<file path="src/rtl/calc_pkg.sv">
// Shared status codes, FSM state type and 7-segment glyphs for the calculator display.
package calc_pkg;

    localparam logic [1:0] ERRO       = 2'b00;
    localparam logic [1:0] OCUPADO    = 2'b01;
    localparam logic [1:0] PRONTO     = 2'b10;
    localparam logic [1:0] IMPRIMINDO = 2'b11;

    typedef enum logic [1:0] {
        StIdle,
        StLoad,
        StError
    } disp_state_e;

    // Glyphs are {g,f,e,d,c,b,a}, active-low.
    localparam logic [6:0] Seg0     = 7'b1000000;
    localparam logic [6:0] Seg1     = 7'b1111001;
    localparam logic [6:0] Seg2     = 7'b0100100;
    localparam logic [6:0] Seg3     = 7'b0110000;
    localparam logic [6:0] Seg4     = 7'b0011001;
    localparam logic [6:0] Seg5     = 7'b0010010;
    localparam logic [6:0] Seg6     = 7'b0000010;
    localparam logic [6:0] Seg7     = 7'b1111000;
    localparam logic [6:0] Seg8     = 7'b0000000;
    localparam logic [6:0] Seg9     = 7'b0010000;
    localparam logic [6:0] SegE     = 7'b0000110;
    localparam logic [6:0] SegR     = 7'b0101111;
    localparam logic [6:0] SegO     = 7'b0100011;
    localparam logic [6:0] SegDash  = 7'b0111111;
    localparam logic [6:0] SegBlank = 7'b1111111;

    function automatic logic [6:0] digit_seg(input logic [3:0] value);
        logic [6:0] s;
        unique case (value)
            4'd0:    s = Seg0;
            4'd1:    s = Seg1;
            4'd2:    s = Seg2;
            4'd3:    s = Seg3;
            4'd4:    s = Seg4;
            4'd5:    s = Seg5;
            4'd6:    s = Seg6;
            4'd7:    s = Seg7;
            4'd8:    s = Seg8;
            4'd9:    s = Seg9;
            default: s = SegDash;
        endcase
        return s;
    endfunction

endpackage

</file>
<file path="src/rtl/seg7_decoder.sv">
// Combinational BCD-to-7-segment decoder with blank and dash overrides.
module seg7_decoder
    import calc_pkg::*;
(
    input  logic [3:0] value,
    input  logic       blank,
    input  logic       dash,
    output logic [6:0] seg
);

    always_comb begin
        seg = SegBlank;
        if (blank) begin
            seg = SegBlank;
        end else if (dash) begin
            seg = SegDash;
        end else begin
            seg = digit_seg(value);
        end
    end

endmodule

</file>
<file path="src/rtl/calc_display.sv">
// Digit-print receiver: shadow/display double buffer plus multiplexed 7-segment scan.
module calc_display
    import calc_pkg::*;
#(
    parameter int unsigned NDIG     = 8,
    parameter int unsigned SCAN_DIV = 50000
) (
    input  logic            clock,
    input  logic            reset,
    input  logic [1:0]      status,
    input  logic [3:0]      data,
    input  logic [3:0]      pos,
    output logic [NDIG-1:0] an,
    output logic [6:0]      seg,
    output logic            err
);

    localparam int unsigned CntW = (SCAN_DIV > 1) ? $clog2(SCAN_DIV) : 1;
    localparam int unsigned IdxW = (NDIG > 1) ? $clog2(NDIG) : 1;

    disp_state_e          state_q, state_d;
    logic [NDIG-1:0][3:0] shadow_q, shadow_d;
    logic [NDIG-1:0][3:0] disp_q, disp_d;
    logic [CntW-1:0]      cnt_q, cnt_d;
    logic [IdxW-1:0]      idx_q, idx_d;
    logic [NDIG-1:0]      an_q, an_d;
    logic [6:0]           seg_q, seg_d;
    logic                 wr_en;

    always_comb begin
        state_d  = state_q;
        shadow_d = shadow_q;
        disp_d   = disp_q;
        wr_en    = 1'b0;
        unique case (state_q)
            StIdle: begin
                if (status == IMPRIMINDO) begin
                    state_d  = StLoad;
                    shadow_d = '0;
                    wr_en    = 1'b1;
                end else if (status == ERRO) begin
                    state_d = StError;
                end
            end
            StLoad: begin
                unique case (status)
                    IMPRIMINDO: wr_en = 1'b1;
                    PRONTO: begin
                        disp_d  = shadow_q;
                        state_d = StIdle;
                    end
                    ERRO:    state_d = StError;
                    default: state_d = StLoad;
                endcase
            end
            StError: state_d = StError;
            default: state_d = StIdle;
        endcase
        // Positions outside 1..NDIG match no slot and are dropped.
        if (wr_en) begin
            for (int i = 0; i < int'(NDIG); i++) begin
                if (int'(pos) == i + 1) begin
                    shadow_d[i] = data;
                end
            end
        end
    end

    always_comb begin
        cnt_d = cnt_q + 1'b1;
        idx_d = idx_q;
        if (cnt_q == CntW'(SCAN_DIV - 1)) begin
            cnt_d = '0;
            idx_d = (idx_q == IdxW'(NDIG - 1)) ? '0 : idx_q + 1'b1;
        end
    end

    // Highest nonzero digit; everything above it is blanked.
    logic [IdxW-1:0] hi_idx;
    always_comb begin
        hi_idx = '0;
        for (int i = 1; i < int'(NDIG); i++) begin
            if (disp_q[i] != 4'd0) begin
                hi_idx = IdxW'(i);
            end
        end
    end

    logic [3:0] cur_val;
    logic       cur_blank;
    logic       cur_dash;
    logic [6:0] dec_seg;
    logic [6:0] err_seg;

    assign cur_val   = disp_q[idx_q];
    assign cur_blank = (idx_q > hi_idx);
    assign cur_dash  = (cur_val > 4'd9);

    seg7_decoder u_dec (
        .value (cur_val),
        .blank (cur_blank),
        .dash  (cur_dash),
        .seg   (dec_seg)
    );

    always_comb begin
        err_seg = SegBlank;
        if (idx_q == IdxW'(3)) begin
            err_seg = SegE;
        end else if (idx_q == IdxW'(2) || idx_q == IdxW'(1)) begin
            err_seg = SegR;
        end else if (idx_q == IdxW'(0)) begin
            err_seg = SegO;
        end
    end

    always_comb begin
        an_d  = ~(NDIG'(1) << idx_q);
        seg_d = (state_q == StError) ? err_seg : dec_seg;
    end

    always_ff @(posedge clock or negedge reset) begin
        if (!reset) begin
            state_q  <= StIdle;
            shadow_q <= '0;
            disp_q   <= '0;
            cnt_q    <= '0;
            idx_q    <= '0;
            an_q     <= '1;
            seg_q    <= SegBlank;
        end else begin
            state_q  <= state_d;
            shadow_q <= shadow_d;
            disp_q   <= disp_d;
            cnt_q    <= cnt_d;
            idx_q    <= idx_d;
            an_q     <= an_d;
            seg_q    <= seg_d;
        end
    end

    assign an  = an_q;
    assign seg = seg_q;
    assign err = (state_q == StError);

endmodule

</file>
<file path="config.mk">
export PLATFORM = sky130hd
export DESIGN_NAME = calc_display
export DESIGN_NICKNAME = d
export VERILOG_FILES = /design/src/rtl/calc_pkg.sv /design/src/rtl/seg7_decoder.sv /design/src/rtl/calc_display.sv
export SDC_FILE = /design/constraint.sdc
export NUM_CORES = 1
export LEC_CHECK = 0
export BUFFER_PORTS_ARGS = -buffer_cell sky130_fd_sc_hd__buf_4
export CAP_MARGIN = 5
export CORE_MARGIN = 2
export CORE_UTILIZATION = 64
export DETAILED_ROUTE_END_ITERATION = 10
export PLACE_DENSITY = 0.93
export SKIP_LAST_GASP = 1
export SLEW_MARGIN = 10
export SYNTH_ARGS = -nofsm -noshare
export SYNTH_HDL_FRONTEND = slang
export SYNTH_HIERARCHICAL = 1
export SYNTH_SLANG_ARGS = --single-unit
</file>
<file path="constraint.sdc">
create_clock -name clock -period 3.6 [get_ports clock]
set_input_delay 0.9 -clock clock [delete_from_list [all_inputs] [get_ports clock]]
set_output_delay 0.9 -clock clock [all_outputs]
set_load 0.01 [all_outputs]
</file>
Word-level counts from Yosys, hierarchy flattened:

Memory sizes are Yosys's and may differ from the RTL's.
Cells that the tools add are included.
W data, S select, Z words.

* bits in registers: 100
* latch bits: 0
* RAM bits: 0
* bits in read-only memories: 112
* input bits: 12
* output and inout bits: 16
* word-level logic and storage cells: 96
* memories: 1

Memory list
* (no name shown): words 16, bits a word 7, read ports 1, clocked after memory_dff 0, wr ports 0, line calc_pkg.sv:34 `unique case (value)`

* add/sub/neg operators: 2
* multiply operators: 0
* divide/modulo/power cells: 0
* $lt $le $gt $ge: 3
* eq/ne operators: 19
* shifts and indexed selects: 1
* muxes and demuxes: 34
* bitwise operators: 1
* reduce and logical (&&, ||, !) cells: 14

Operator list (count)
* $mux W32: 3
* $mux W7: 6
* $mux W4: 9
* $reduce_bool A4 Y1: 7
* $mux W3: 7
* $eq A4 B4 Y1 const B: 5
* $add A16 B1 Y16 const B: 1
* $eq A16 B16 Y1 const B: 1
* $mux W16: 1
* $bmux W4 S3: 1
* $pmux W2 S3: 2
* $eq A4 B3 Y1 const B: 2
* $not A8 Y8: 1
* $shl A1 B3 Y8 const A: 1
* $eq A2 B2 Y1 const B: 3
* $eq A3 B2 Y1 const B: 2
* $eq A4 B2 Y1 const B: 1
* $gt A4 B4 Y1 const B: 1
* $logic_not A2 Y1: 2
* $lt A3 B4 Y1 const B: 1
* $mux W2: 2
* $reduce_and A2 Y1: 2
* $add A3 B1 Y3 const B: 1
* $eq A3 B1 Y1 const B: 1
* 9 further kinds: 11

Longest topological paths before layout:

* depth in word-level cells: 11
* mapped depth: 13

Cells and area by module:

Netlist, hierarchy kept.

By module, submodules not included
* calc_display: times used 1, cells each 381, area each 4505.6 sq um, sequential area each 2521.2 sq um
* seg7_decoder: times used 1, cells each 29, area each 207.7 sq um, sequential area each 0.0 sq um

Worst setup path after synthesis:

No wires, ideal clock.

* path type: reg2reg
* start point: reg disp_q[22] (netlist name)
* end point: reg seg_q[3], in the netlist seg[3]
* library setup time: 79 ps
* arrival time: 2386 ps
* data required time: 3521 ps
* path slack: 1135 ps
* cell stages (with the launch flop): 12
* path buffers: 0
* cells stage by stage: dfrtp_1 > or4_1 > nand2b_1 > a21oi_1 > nor2_1 > ha_1 > a21o_1 > a21oi_1 > a31oi_1 > nor3_4 > o21ai_1 > a22o_1

* cells in the longest elaborated chain, start to end: 7
* elaborated cells on any way between the ends: 12
* classes of those cells: order compare (2); mux (8); reduce/logical (1); memory (1)

Ends and longest elaborated chain
* from (decl): line calc_display.sv:23 `logic [NDIG-1:0][3:0] disp_q, disp_d;`
* from (signal assigned): line calc_display.sv:134 `disp_q <= disp_d;`
* $reduce_bool A4 Y1: line calc_display.sv:83 `if (disp_q[i] != 4'd0) begin`
* $mux W3 (3 in series): line calc_display.sv:83
* $gt A3 B3 Y1: line calc_display.sv:96 `assign cur_blank = (idx_q > hi_idx);`
* net cur_blank: line calc_display.sv:90 `logic cur_blank;`
* $mux W7: line seg7_decoder.sv:13 `if (blank) begin`
* net dec_seg[3]: line calc_display.sv:92 `logic [6:0] dec_seg;`
* $mux W7: line calc_display.sv:119 `seg_d = (state_q == StError) ? err_seg : dec_seg;`
* net seg_d[3]: line calc_display.sv:27 `logic [6:0] seg_q, seg_d;`
* to (signal assigned): line calc_display.sv:130 `seg_q <= SegBlank;`
* to (signal assigned): line calc_display.sv:138 `seg_q <= seg_d;`
* to (decl): line calc_display.sv:27

The timed path passes the listed nets, and every way through them passes these cells. The select of a mux whose other input is x is not followed.
A chain may end at the register's enable or synchronous reset.

Worst setup path in the final report:

* start point: reg disp_q[22] (netlist name)
* end point: reg seg_q[4], in the netlist seg[4]

Same word-level chain as after synthesis.

==> summary.md <==
| Metric | Value |
|---|---|
| Status | `finished clean` |
| Leak pwr | `2.420 nW` |
| Detailed Routing Iterations Pass 1 | `4` |
| PD cells | `379.3 nW/um2` |
| Via total after detailed routing | `3162` |
| WL/cell | `15.92 um` |
| Slew Limit Fails | `0` |
| Hpwl dp | `6136 um` |
| CP Launch Type | `flip-flop` |
| Die area | `8067 um2` |
| Top Ports | `28` |
| Vias in the first global route | `3183` |
| Number of synthesized flops with an enable pin | `0` |
| Starting density of the core | `65.68%` |
| Crit path DAT | `3.04 ns` |
| Placed Instance Area | `4986 um2` |
| Largest fanout on the critical path | `4` |
| Setup Buffers After CTS | `0` |
| Met3 GRT Util | `5.784%` |
| Register area share after synthesis | `53.49%` |
| Ys async rst share | `100.0%` |
| Worst Hold Class | `reg -> reg` |
| GRT Overall Usage | `23.45%` |
| Clock tree buffer depth | `2` |
| Worst skew pair latency | `0.37 ns` |
| H-tree lvl count | `3` |
| Slew headroom | `32.04%` |
| Commonest non-fill, non-tap cells in the layout | `85 x dfrtp_1, 39 x nand3_1, 39 x o21ai_0` |
| Crit. End Element | `flip-flop` |
| WL final | `8644 um` |
| Total core area | `7176 um2` |
| Reg2Reg Setup Slack | `0.87 ns` |
| Cts bufs inserted | `9` |
| Post-Layout Inst Area | `5205 um2` |
| RSZ-0062 raised after global routing | `no` |
| Setup TNS | `0 ns` |
| CP required | `3.91 ns` |
| RePlAce Congestion | `0.8150` |
| Max Clk Rate | `366.3 MHz` |
| Hold_buf cts | `0` |
| Port Buffer Count | `27` |
| Die Span X | `89.82 um` |
| Max cap viols | `0` |
| Global-route wire length before repair | `15120 um` |
| Final setup vio count | `0` |
| DRC viols | `0` |
| Initial antenna violation count | `0` |
| Post-route ant nets | `0` |
| Post-Synthesis Cells | `410` |
| Area growth syn-to-layout | `10.43%` |
| CTS Sinks | `100` |
| Setup CP Type | `reg -> reg` |
| Total gr overflow | `0` |
| Most common cell after layout, fill and taps aside | `dfrtp_1` |
| Met2 Use GR | `37.94%` |
| Tot Pwr | `1.974 mW` |
| Post-synthesis register bit count | `100` |
| CTS tree | `built` |
| Die Y | `89.82 um` |
| Leading register cell type out of synthesis | `dfrtp_1` |
| Via-per-instance ratio | `5.823` |
| Clk root buf | `clkbuf_8` |
| Clk slew on worst S/H paths | `0.09 ns` |
| Synth warn | `6` |
| Share of layout cells above drive strength 1 | `23.87%` |
| Avg Cell Area, Syn | `11.50 um2` |
| M1 GR Usage | `30.44%` |
| Worst-Margin Slew | `1.019 ns` |
| Largest net degree at the start of global routing | `87` |
| Synth unique cells | `48` |
| Post-Syn Area | `4713 um2` |
| Syn nets | `440` |
| Tcrit/Tclk final | `75.83%` |
| Final core utilization | `72.54%` |
| Number of diodes | `0` |
| Site row count | `31` |
| Hold Violations, Final | `0` |
| Fin Clk Skew | `0.008982 ns` |
| Busiest layer in global routing | `met2` |
| CTS-repair resized insts | `0` |
| Drt initial violations | `131` |
| Crit path time final | `2.730 ns` |
| Layout net count | `469` |
| IR drop worst, VDD | `0.3168 mV` |
-- flip-flops by register name, summed over array words and instances (netlist names) --
signal / cells
disp_q: 32
shadow_q: 32
cnt_q: 16
an: 8
seg: 7
idx_q: 3
state_q: 2
-- where the power goes --
part / switching, mW / internal (mW) / total [mW] / leakage, nW
clock: 0.377 / 0.381 / 0.758 / 0.105
sequential: 0.00850 / 1.14 / 1.15 / 1.32
combinational: 0.0463 / 0.0239 / 0.0702 / 0.993
-- synth_stat cells (7+ instances only) --
cell type	n	area share (%)
dfstp_2	15	8.4
nand2_1	37	2.9
buf_2	7	0.74
ha_1	18	4.8
nor2_1	24	1.9
o21ai_0	39	4.1
inv_1	17	1.4
nor3_1	7	0.74
xnor2_1	8	1.5
dfrtp_1	85	45
nand3_1	39	4.1
nand2b_1	7	0.93
mux2_2	33	7.9
-- worst max-delay path: stages (launching register included) --
cell and delay (ns):
dfrtp_1 0.40, or4_1 0.55, nand2b_1 0.19, a21oi_1 0.14
nor2_1 0.07, ha_1 0.29, a21o_1 0.11, a21oi_1 0.05
a31oi_1 0.40, nor3_1 0.12, a22oi_1 0.21, nand2_1 0.07
nand2_1 0.07
-- final timing paths --
check | startpoint | end | cells after the start
worst max register to register | disp_q[22]$_DFFE_PN0P_ | seg[4]$_DFF_PN1_ | 12
min in group asynchronous | reset | cnt_q[7]$_DFF_PN0_ | 1
worst min-delay path | cnt_q[0]$_DFF_PN0_ | cnt_q[0]$_DFF_PN0_ | 1
worst max-delay path | disp_q[22]$_DFFE_PN0P_ | seg[4]$_DFF_PN1_ | 12
worst min register to register | cnt_q[0]$_DFF_PN0_ | cnt_q[0]$_DFF_PN0_ | 1
max in group asynchronous | reset | an[3]$_DFF_PN1_ | 2
-- layout make-up --
type                    instances  area, um2
repair buffers                 30      225.2
fillers                       495       1971
multi-input cells             280       2048
well taps                      99      123.9
clock inverters                 4      53.80
inverters                      18      67.56
clock buffers                  12      165.2
flip-flops and latches        100       2521
-- per-layer routing --
metal | vias up | wire (um)
li1 | 1510 | -
met5 | - | 0
met2 | 80 | 4265
met4 | 0 | 221
met1 | 1550 | 3741
met3 | 22 | 415
-- metrics by stage --
step	hold slack, ns	worst slack [ns]	cells
floorplan	0.4511	1.135	410
global placement	0.4719	1.016	527
detailed placement	0.4859	0.9245	527
CTS	0.4990	0.9078	543
global route	0.5193	0.7041	543
finish	0.4939	0.8701	543
-- kinds of logic after synthesis --
kind of cell / share of synthesized area, %
AND/OR/NAND/NOR: 16.43
flip-flops: 53.49
AO/OA/AOI/OAI: 6.823
multiplexers: 12.82
buffers and inverters: 3.053
adder cells (fa/ha/maj): 4.778
XOR/XNOR: 2.602
Power figures use the tool's default switching activity.
